File: config.mk
export PLATFORM = sky130hd
export DESIGN_NAME = ttw_mem_trk
export DESIGN_NICKNAME = d
export VERILOG_FILES = /design/src/rtl/ttw_mem_trk_pkg.sv /design/src/rtl/ttw_mem_pri.sv /design/src/rtl/ttw_mem_trk.sv
export SDC_FILE = /design/constraint.sdc
export NUM_CORES = 2
export LEC_CHECK = 0
export CAP_MARGIN = 10
export CORE_AREA = 4 4 448 450
export CTS_BUF_LIST = sky130_fd_sc_hd__clkbuf_8
export CTS_CLUSTER_SIZE = 24
export DETAILED_ROUTE_END_ITERATION = 8
export DIE_AREA = 0 0 452 454
export GPL_TIMING_DRIVEN = 1
export MAX_ROUTING_LAYER = met4
export PLACE_DENSITY = 0.67
export SETUP_SLACK_MARGIN = 0.1
export SYNTH_ARGS = -nofsm -noshare
export SYNTH_HDL_FRONTEND = slang
export SYNTH_HIERARCHICAL = 1
export SYNTH_SLANG_ARGS = --single-unit
File: constraint.sdc
create_clock -name clock -period 58.2 [get_ports clock]
set_input_delay 5.82 -clock clock [delete_from_list [all_inputs] [get_ports clock]]
set_output_delay 5.82 -clock clock [all_outputs]
set_load 0.05 [all_outputs]
File: src/rtl/ttw_mem_trk_pkg.sv
// Shared types for the table-walk miss tracker: walker/slot/line widths and
// the per-slot state encoding.
package ttw_mem_trk_pkg;
  localparam int TTW_N = 4;
  localparam int TTW_W = $clog2(TTW_N);
  localparam int SLT_N = 4;
  localparam int SLT_W = $clog2(SLT_N);
  localparam int MCN_W = 58;
  localparam int DAT_W = 512;

  typedef logic [TTW_W-1:0] ttw_t;
  typedef logic [SLT_W-1:0] slt_t;
  typedef logic [MCN_W-1:0] mcn_t;

  typedef enum logic [1:0] {ST_IDLE, ST_PEND, ST_ISSD, ST_RESP} slt_st_e;
endpackage

File: src/rtl/ttw_mem_pri.sv
// Lowest-set-bit priority encoder; o_idx is 0 when nothing is requested.
module ttw_mem_pri #(
  parameter int N = 4,
  parameter int W = (N > 1) ? $clog2(N) : 1
) (
  input  logic [N-1:0] i_req,
  output logic         o_vld,
  output logic [W-1:0] o_idx
);
  always_comb begin
    o_vld = |i_req;
    o_idx = '0;
    for (int i = N - 1; i >= 0; i--)
      if (i_req[i]) o_idx = W'(i);
  end
endmodule

File: src/rtl/ttw_mem_trk.sv
// Miss tracker: merges same-line walker reads into one memory read per slot
// and fans the returned line back out to every waiting walker.
module ttw_mem_trk #(
  parameter int TTW_N = ttw_mem_trk_pkg::TTW_N,
  parameter int SLT_N = ttw_mem_trk_pkg::SLT_N,
  parameter int MCN_W = ttw_mem_trk_pkg::MCN_W,
  parameter int DAT_W = ttw_mem_trk_pkg::DAT_W,
  parameter int TTW_W = $clog2(TTW_N),
  parameter int SLT_W = $clog2(SLT_N)
) (
  input  logic             clock,
  input  logic             reset,
  input  logic             req_i_valid,
  output logic             req_i_ready,
  input  logic [TTW_W-1:0] req_i_bits_idx,
  input  logic [MCN_W-1:0] req_i_bits_mcn,
  output logic             res_o_valid,
  input  logic             res_o_ready,
  output logic [TTW_W-1:0] res_o_bits_idx,
  output logic [DAT_W-1:0] res_o_bits_data,
  output logic             mem_req_o_valid,
  input  logic             mem_req_o_ready,
  output logic [SLT_W-1:0] mem_req_o_bits_idx,
  output logic [MCN_W-1:0] mem_req_o_bits_mcn,
  input  logic             mem_res_i_valid,
  output logic             mem_res_i_ready,
  input  logic [SLT_W-1:0] mem_res_i_bits_idx,
  input  logic [DAT_W-1:0] mem_res_i_bits_data,
  output logic             busy_o
);
  import ttw_mem_trk_pkg::slt_st_e;
  import ttw_mem_trk_pkg::ST_IDLE;
  import ttw_mem_trk_pkg::ST_PEND;
  import ttw_mem_trk_pkg::ST_ISSD;
  import ttw_mem_trk_pkg::ST_RESP;

  slt_st_e          r_st     [SLT_N];
  slt_st_e          w_st_nxt [SLT_N];
  logic [TTW_N-1:0] r_wt     [SLT_N];
  logic [TTW_N-1:0] w_wt_nxt [SLT_N];
  logic [MCN_W-1:0] r_mcn    [SLT_N];
  logic [DAT_W-1:0] r_dat    [SLT_N];

  logic [SLT_N-1:0] w_idle, w_pend, w_resp, w_hit;
  logic             w_alloc_vld, w_merge, w_iss_vld, w_rs_vld, w_wk_vld;
  logic [SLT_W-1:0] w_alloc_slt, w_hit_slt, w_iss_slt, w_rs_slt;
  logic [TTW_W-1:0] w_wk_idx;
  logic [TTW_N-1:0] w_rs_wt, w_req_oh, w_wk_oh;
  logic             w_req_fire, w_iss_fire, w_res_fire;

  always_comb begin
    for (int s = 0; s < SLT_N; s++) begin
      w_idle[s] = (r_st[s] == ST_IDLE);
      w_pend[s] = (r_st[s] == ST_PEND);
      w_resp[s] = (r_st[s] == ST_RESP);
      w_hit[s]  = ((r_st[s] == ST_PEND) || (r_st[s] == ST_ISSD)) &&
                  (r_mcn[s] == req_i_bits_mcn);
    end
  end

  ttw_mem_pri #(.N(SLT_N), .W(SLT_W)) u_alloc (.i_req(w_idle), .o_vld(w_alloc_vld), .o_idx(w_alloc_slt));
  ttw_mem_pri #(.N(SLT_N), .W(SLT_W)) u_hit   (.i_req(w_hit),  .o_vld(w_merge),     .o_idx(w_hit_slt));
  ttw_mem_pri #(.N(SLT_N), .W(SLT_W)) u_iss   (.i_req(w_pend), .o_vld(w_iss_vld),   .o_idx(w_iss_slt));
  ttw_mem_pri #(.N(SLT_N), .W(SLT_W)) u_rsel  (.i_req(w_resp), .o_vld(w_rs_vld),    .o_idx(w_rs_slt));
  ttw_mem_pri #(.N(TTW_N), .W(TTW_W)) u_wsel  (.i_req(w_rs_wt), .o_vld(w_wk_vld),   .o_idx(w_wk_idx));

  assign w_rs_wt    = r_wt[w_rs_slt];
  assign w_req_oh   = TTW_N'(1) << req_i_bits_idx;
  assign w_wk_oh    = TTW_N'(1) << w_wk_idx;
  assign w_req_fire = req_i_valid & req_i_ready;
  assign w_iss_fire = w_iss_vld & mem_req_o_ready;
  assign w_res_fire = res_o_valid & res_o_ready;

  // Readiness depends only on registered slot state, never on the request line,
  // so a full tracker stalls even a request that could have merged.
  assign req_i_ready        = w_alloc_vld;
  assign mem_req_o_valid    = w_iss_vld;
  assign mem_req_o_bits_idx = w_iss_slt;
  assign mem_req_o_bits_mcn = w_iss_vld ? r_mcn[w_iss_slt] : '0;
  assign res_o_valid        = w_rs_vld & w_wk_vld;
  assign res_o_bits_idx     = res_o_valid ? w_wk_idx : '0;
  assign res_o_bits_data    = res_o_valid ? r_dat[w_rs_slt] : '0;
  assign mem_res_i_ready    = 1'b1;
  assign busy_o             = ~&w_idle;

  // Merge and allocate share the waiter-set path: an IDLE slot always holds wt==0.
  always_comb begin
    for (int s = 0; s < SLT_N; s++) begin
      w_st_nxt[s] = r_st[s];
      w_wt_nxt[s] = r_wt[s];
      if (w_req_fire && (w_merge ? (w_hit_slt == SLT_W'(s)) : (w_alloc_slt == SLT_W'(s))))
        w_wt_nxt[s] = r_wt[s] | w_req_oh;
      case (r_st[s])
        ST_IDLE: if (w_req_fire && !w_merge && (w_alloc_slt == SLT_W'(s))) w_st_nxt[s] = ST_PEND;
        ST_PEND: if (w_iss_fire && (w_iss_slt == SLT_W'(s))) w_st_nxt[s] = ST_ISSD;
        ST_ISSD: if (mem_res_i_valid && (mem_res_i_bits_idx == SLT_W'(s))) w_st_nxt[s] = ST_RESP;
        ST_RESP: if (w_res_fire && (w_rs_slt == SLT_W'(s))) begin
          w_wt_nxt[s] = r_wt[s] & ~w_wk_oh;
          if (w_wt_nxt[s] == '0) w_st_nxt[s] = ST_IDLE;
        end
        default: w_st_nxt[s] = ST_IDLE;
      endcase
    end
  end

  always_ff @(posedge clock) begin
    for (int s = 0; s < SLT_N; s++) begin
      if (reset) begin
        r_st[s] <= ST_IDLE;
        r_wt[s] <= '0;
      end else begin
        r_st[s] <= w_st_nxt[s];
        r_wt[s] <= w_wt_nxt[s];
      end
    end
  end

  // Payload registers need no reset: outputs are gated by slot state.
  always_ff @(posedge clock) begin
    for (int s = 0; s < SLT_N; s++) begin
      if ((r_st[s] == ST_IDLE) && (w_st_nxt[s] == ST_PEND)) r_mcn[s] <= req_i_bits_mcn;
      if ((r_st[s] == ST_ISSD) && (w_st_nxt[s] == ST_RESP)) r_dat[s] <= mem_res_i_bits_data;
    end
  end
endmodule

Yosys cells after proc, flatten, opt, wreduce, memory -nomap -nowiden
Memories as Yosys holds them, arrays and structs flattened.
Index checks and enable logic that the tools add are counted.
{"block": "word_totals", "reg_bits": 0, "ram_bits": 2304, "output_inout_bits": 579, "n_memories": 4}
{"block": "classes", "n_eq_ne": 39, "shifts": 2, "n_mux": 108, "bitwise": 21, "n_reduce_logical": 64}
{"name": "r_dat", "depth": 4, "width": 512, "rd": 1, "rd_clocked_by_memory_dff": 0, "write_ports": 1, "line_no": "ttw_mem_trk.sv:42", "rtl": "logic [DAT_W-1:0] r_dat [SLT_N];"}
{"name": "r_mcn", "depth": 4, "width": 58, "rd": 5, "rd_clocked_by_memory_dff": 0, "write_ports": 1, "line_no": "ttw_mem_trk.sv:41", "rtl": "logic [MCN_W-1:0] r_mcn [SLT_N];"}
{"name": "r_wt", "depth": 4, "width": 4, "rd": 5, "rd_clocked_by_memory_dff": 0, "write_ports": 4, "line_no": "ttw_mem_trk.sv:39", "rtl": "logic [TTW_N-1:0] r_wt [SLT_N];"}
{"name": "r_st", "depth": 4, "width": 2, "rd": 4, "rd_clocked_by_memory_dff": 0, "write_ports": 4, "line_no": "ttw_mem_trk.sv:37", "rtl": "slt_st_e r_st [SLT_N];"}
{"operator": "512-bit 2-to-1 mux", "count": 4}
{"operator": "512-bit OR reduction", "count": 3}
{"operator": "58-bit equality test", "count": 4}
{"operator": "58-bit 2-to-1 mux", "count": 4}
{"operator": "58-bit OR reduction", "count": 3}
{"operator": "2-bit 2-to-1 mux", "count": 51}
{"operator": "4-bit 2-to-1 mux", "count": 16}
{"operator": "2-bit equality test (second input constant)", "count": 22}
{"operator": "1-bit logical AND", "count": 33}
{"operator": "2-bit one-hot mux with 4 select lines", "count": 4}
{"operator": "1-bit 2-to-1 mux", "count": 29}
{"operator": "2-bit by 1-bit equality test with 1-bit output (second input constant)", "count": 13}
{"operator": "4-bit OR reduction", "count": 5}
{"operator": "2-bit logical NOT", "count": 9}
{"operator": "4-bit bitwise AND", "count": 4}
{"operator": "4-bit logical NOT", "count": 4}
{"operator": "4-bit OR", "count": 4}
{"operator": "1-bit OR", "count": 8}
{"operator": "1-bit by 2-bit left shift with 4-bit output (first input constant)", "count": 2}
{"operator": "1-bit bitwise AND", "count": 4}
{"operator": "1-bit logical OR", "count": 4}
{"operator": "4-bit NOT", "count": 1}
{"operator": "4-bit AND reduction", "count": 1}
{"operator": "1-bit logical NOT", "count": 2}

Longest topological paths before layout
An unclocked memory read counts as a cell.
{"block": "depth", "ltp_word": 26, "ltp_mapped": 15, "mapped_depth_nobuf": 13}

By module
Netlist, hierarchy kept.
{"module": "ttw_mem_trk", "n_inst": 1, "cells_each": 4220, "area_each_um2": 90319.1, "seq_area_each_um2": 68946.1}
{"module": "ttw_mem_pri", "n_inst": 5, "cells_each": 7, "area_each_um2": 35.0, "seq_area_each_um2": 0.0}

Least setup slack after synthesis
OpenSTA, ideal clock, no wires.
{"block": "synth_path", "path_type": "input to register", "from": "input req_i_bits_mcn[11]", "to": "memory r_dat[1][0], enable pin", "arrival_ns": 44.376, "required_time_ns": 56.083, "path_slack_ns": 11.706, "cell_stages": 12, "path_cell_list": "clkbuf_1 xnor2_1 nand4_1 nor4_1 nand3_1 nor4_1 nor2_1 nand2_1 and4b_1 nor2b_1 o21a_1 nor3b_1"}
{"block": "synth_between", "elab_chain_len": 16}
{"element": "start, declared", "line_no": "ttw_mem_trk.sv:16", "rtl": "input logic [MCN_W-1:0] req_i_bits_mcn,"}
{"element": "58-bit equality test (*)", "line_no": "ttw_mem_trk.sv:57", "rtl": "(r_mcn[s] == req_i_bits_mcn);"}
{"element": "1-bit logical AND (*)", "line_no": "ttw_mem_trk.sv:56", "rtl": "w_hit[s] = ((r_st[s] == ST_PEND) || (r_st[s] == ST_ISSD)) &&"}
{"element": "net w_hit[0]", "line_no": "ttw_mem_trk.sv:44", "rtl": "logic [SLT_N-1:0] w_idle, w_pend, w_resp, w_hit;"}
{"element": "4-bit OR reduction (*)", "line_no": "ttw_mem_pri.sv:11", "rtl": "o_vld = |i_req;"}
{"element": "net w_merge", "line_no": "ttw_mem_trk.sv:45", "rtl": "logic w_alloc_vld, w_merge, w_iss_vld, w_rs_vld, w_wk_vld;"}
{"element": "1-bit logical NOT (*)", "line_no": "ttw_mem_trk.sv:94", "rtl": "ST_IDLE: if (w_req_fire && !w_merge && (w_alloc_slt == SLT_W'(s))) w_st_nxt[s] = ST_PEND;"}
{"element": "1-bit logical AND (*)", "line_no": "ttw_mem_trk.sv:94"}
{"element": "1-bit logical AND", "line_no": "ttw_mem_trk.sv:94"}
{"element": "2-bit 2-to-1 mux", "line_no": "ttw_mem_trk.sv:94"}
{"element": "2-bit one-hot mux with 4 select lines", "line_no": "ttw_mem_trk.sv:93", "rtl": "case (r_st[s])"}
{"element": "2-bit equality test", "line_no": "ttw_mem_trk.sv:122", "rtl": "if ((r_st[s] == ST_ISSD) && (w_st_nxt[s] == ST_RESP)) r_dat[s] <= mem_res_i_bits_data;"}
{"element": "1-bit logical AND", "line_no": "ttw_mem_trk.sv:122"}
{"element": "1-bit 2-to-1 mux", "line_no": "ttw_mem_trk.sv:122"}
{"element": "1-bit 2-to-1 mux (not written as such)", "line_no": "ttw_mem_trk.sv:122"}
{"element": "512-bit OR reduction (no source line)"}
{"element": "2-bit 2-to-1 mux (no source line) or 1-bit 2-to-1 mux (tied branches) (3 in a row)"}
{"element": "end, declared", "line_no": "ttw_mem_trk.sv:42"}
The timed path passes the listed nets; every way through them passes the cells marked *.

==> results.py <==
metrics = {
    "timing": {
        "clock.fmax_ghz": 0.07413,
        "fin_worst_skew_ns": 0.1407,
        "relSlewSlack": 0.1730,
        "fin_crit_sh": 0.2318,
        "setup_tns_ns": 0,
        "slew_violations": 0,
        "hold_viol": 0,
        "holdWs_ns": 0.5405,
        "finalSetupViolCount": 0,
        "rsz0062_at_grt": "no",
        "fin_crit_ns": 13.49,
        "max_slew.worst_pin.slew_ns": 1.241,
    },
    "setup_path": {
        "startpoint": "r_st[0][0]",
        "critical_path.top_delay_family": "buffers and inverters",
        "startpoint_type": "flop",
        "cpMostUsedCell": "buf_4",
        "worstSetupPathType": "flop to primary output",
        "cpMaxStageDelayCell": "buf_4",
        "path_buf_inv": 6,
        "crit_chain": "ha_1, nor3_2, buf_4, buf_12, mux4_2, nor2_1, nand2_1, nand2_1, inv_8, buf_4, buf_4, and2_1, clkdlybuf4s50_1",
        "path_depth": 13,
        "worstReg2RegStart": "r_st[0][0]",
        "r2r_end": "r_dat[0][138]",
        "reg2reg_slack_ns": 50.38,
        "max_stage_delay_ns": 1.00,
        "crit_path_end": "res_o_bits_data[348]",
        "crit_fanout": 158,
        "required_ns": 52.38,
        "crit_path_end_kind": "primary output",
        "reg2reg_depth": 15,
        "worstPathArrival_ns": 7.67,
    },
    "synth": {
        "netlist_top_cells_count": "2280 x edfxtp_1, 574 x mux4_2, 571 x and2_1",
        "syn_area_per_cell_sq_um": 21.27,
        "synth.most_common_cell": "edfxtp_1",
        "ys_ff_latch": 2304,
        "syn_nets": 4851,
        "ys_seq_area_frac": 0.7619,
        "async_flop_share": 0,
        "synth_cells": 4255,
        "ys.flop_type": "edfxtp_1",
        "synth_area_sq_mm": 0.09049,
        "yosys_warnings": 6,
        "synth_area_leaders": "edfxtp_1 76%, mux4_2 14%, and2_1 3.9%",
        "synth_edf_count": 2280,
        "synthDistinctLibCells": 64,
        "synth.largest_area_cell": "edfxtp_1",
        "synth.top_cell.area_share": 0.7566,
    },
    "detailed_routing": {
        "wirelength_met1_mm": 95.16,
        "viasPerCell": 5.552,
        "avgRoutedWirePerCell_um": 29.38,
        "vias": 48010,
        "firstDrtPassIters": 5,
        "wl_met3_mm": 21.90,
        "drc": 0,
        "drtAntennaViolNets": 0,
        "highest_layer": "met4",
        "drt_iter0_markers": 4275,
        "dr_wl_met2_mm": 125.5,
        "finalWirelength_mm": 254.0,
    },
    "clock_tree": {
        "cts.repair.resized": 0,
        "htree_levels": 5,
        "cts_tree": "done",
        "clock_latency_ns": 1.09,
        "cts_inserted_buffers": 386,
        "cts_root_buf": "clkbuf_8",
        "cts_buffer_depth": 4,
        "cts.sinks": 2304,
        "ctsHoldBuffers": 0,
        "cts_setup_buffers": 0,
        "cts.clk_slew.worst_paths_ns": 0.06,
    },
    "grt": {
        "grt_start_max_net_pins": 159,
        "gr-total-overflow": 0,
        "gr-usage-all-layers": 0.2505,
        "grt_pass1_vias": 49380,
        "antenna_found_initial": 118,
        "grt_pass1_wl_mm": 357.4,
    },
    "hold_path": {
        "min_path_cells": 2,
        "holdCritPathClass": "flop to flop",
    },
    "floorplan": {
        "start_util": 0.4603,
        "die_area_sq_mm": 0.2052,
        "io-pin-count": 1159,
        "core-area_sq_mm": 0.1966,
        "rows": 163,
        "die_x_um": 452,
        "fp.dieH_um": 454,
    },
    "placed_design": {
        "dp_hpwl_mm": 169.3,
        "portBuffers": 1157,
        "globalplace.congestion": 0.9784,
    },
    "cells_and_area": {
        "register_area_sq_mm": 0.06895,
        "n_fill_cell": 14870,
        "multi_input_area_sq_mm": 0.02048,
        "nets": 6242,
        "area_growth_pct": 23.92,
        "drive_gt1_frac": 0.1889,
    },
    "run": {
        "drv_cap": 0,
    },
    "power_and_ir_drop": {
        "total_power_w": 0.003661,
        "leakage_nw": 35.31,
        "p_per_area_mw_per_mm2": 32.65,
        "ir_drop_uv": 30.52,
    },
    "run_status": {
        "status": "completed",
    },
}
report_power, final:
group | switching, W | internal, W
logic | 0.000280 | 0.000173
clock network | 0.000623 | 0.000672
registers | 0.0000318 | 0.00188
logic make-up after synthesis:
kind of cell             count (synthesis)  share of synthesized area
flip-flops                            2304                     0.7619
AND/OR/NAND/NOR                        778                    0.05240
multiplexers                           578                     0.1434
buffers and inverters                  272                    0.01273
XOR/XNOR                               189                    0.01829
AO/OA/AOI/OAI                          117                   0.009042
adder cells (fa/ha/maj)                 16                   0.002212
other                                    1                 0.00004144
per-layer routing:
metal  GRT usage  up-vias
met1      0.3020    25060
met3     0.07602      532
met4      0.1224        0
met2      0.3877     2182
li1            -    20240
met5           -        -
registers in the layout, indices dropped and copies added, names as in the netlist:
register and cells:
r_dat 2048, r_st 8, r_mcn 232, r_wt 16
worst min path at each step:
stage | end | startpoint
after floorplan | r_wt[1][1] | r_wt[1][1]
after global placement | r_wt[0][0] | r_wt[0][0]
after detailed placement | r_wt[1][1] | r_wt[1][1]
after CTS | r_wt[1][1] | r_wt[1][1]
after global routing | r_wt[1][1] | r_wt[1][1]
final | r_wt[1][1] | r_wt[1][1]
final cells by class:
| class | instances | area share |
|---|---|---|
| clock inverter | 273 | 0.01303 |
| multi-input combinational | 1679 | 0.1826 |
| timing repair buffer | 1218 | 0.1084 |
| clock buffer | 389 | 0.04774 |
| sequential | 2304 | 0.6148 |
| antenna | 87 | 0.001941 |
| inverter | 57 | 0.001975 |
| tap | 2640 | 0.02946 |
tightest hold or removal path, delay by kind of cell, from the launching register on:
kind           cells  cell delay (ns)
flip-flops         1             0.34
AO/OA/AOI/OAI      2             0.15
layout by cell type, fill, tap and decap left out, types with 11 or more instances in the layout:
cell type,count
a21oi_1,20
a221oi_1,11
and2_1,571
buf_4,52
bufinv_16,12
clkbuf_8,389
clkdlybuf4s50_1,1157
clkinv_1,78
clkinv_2,43
dfxtp_1,24
diode_2,87
edfxtp_1,2280
ha_1,16
inv_1,182
mux4_2,574
nand2_1,36
nand3_1,14
nand4_1,33
nor2_1,26
nor3_1,14
nor4_1,41
o21ai_0,20
o22ai_1,14
xnor2_1,91
xor2_1,98
through the flow:
step                utilization  worst slack, ns  cell area (sq um)  std cells
floorplan                     -            11.71              90490       4255
global placement         0.5345            44.94             105100       7897
detailed placement       0.5345            45.02             105100       7897
CTS                      0.5691            44.37             111900       8559
global route             0.5703            44.08             112100       8639
finish                   0.5704            44.71             112100       8647
Note: power is estimated with default switching activity, not from simulation.
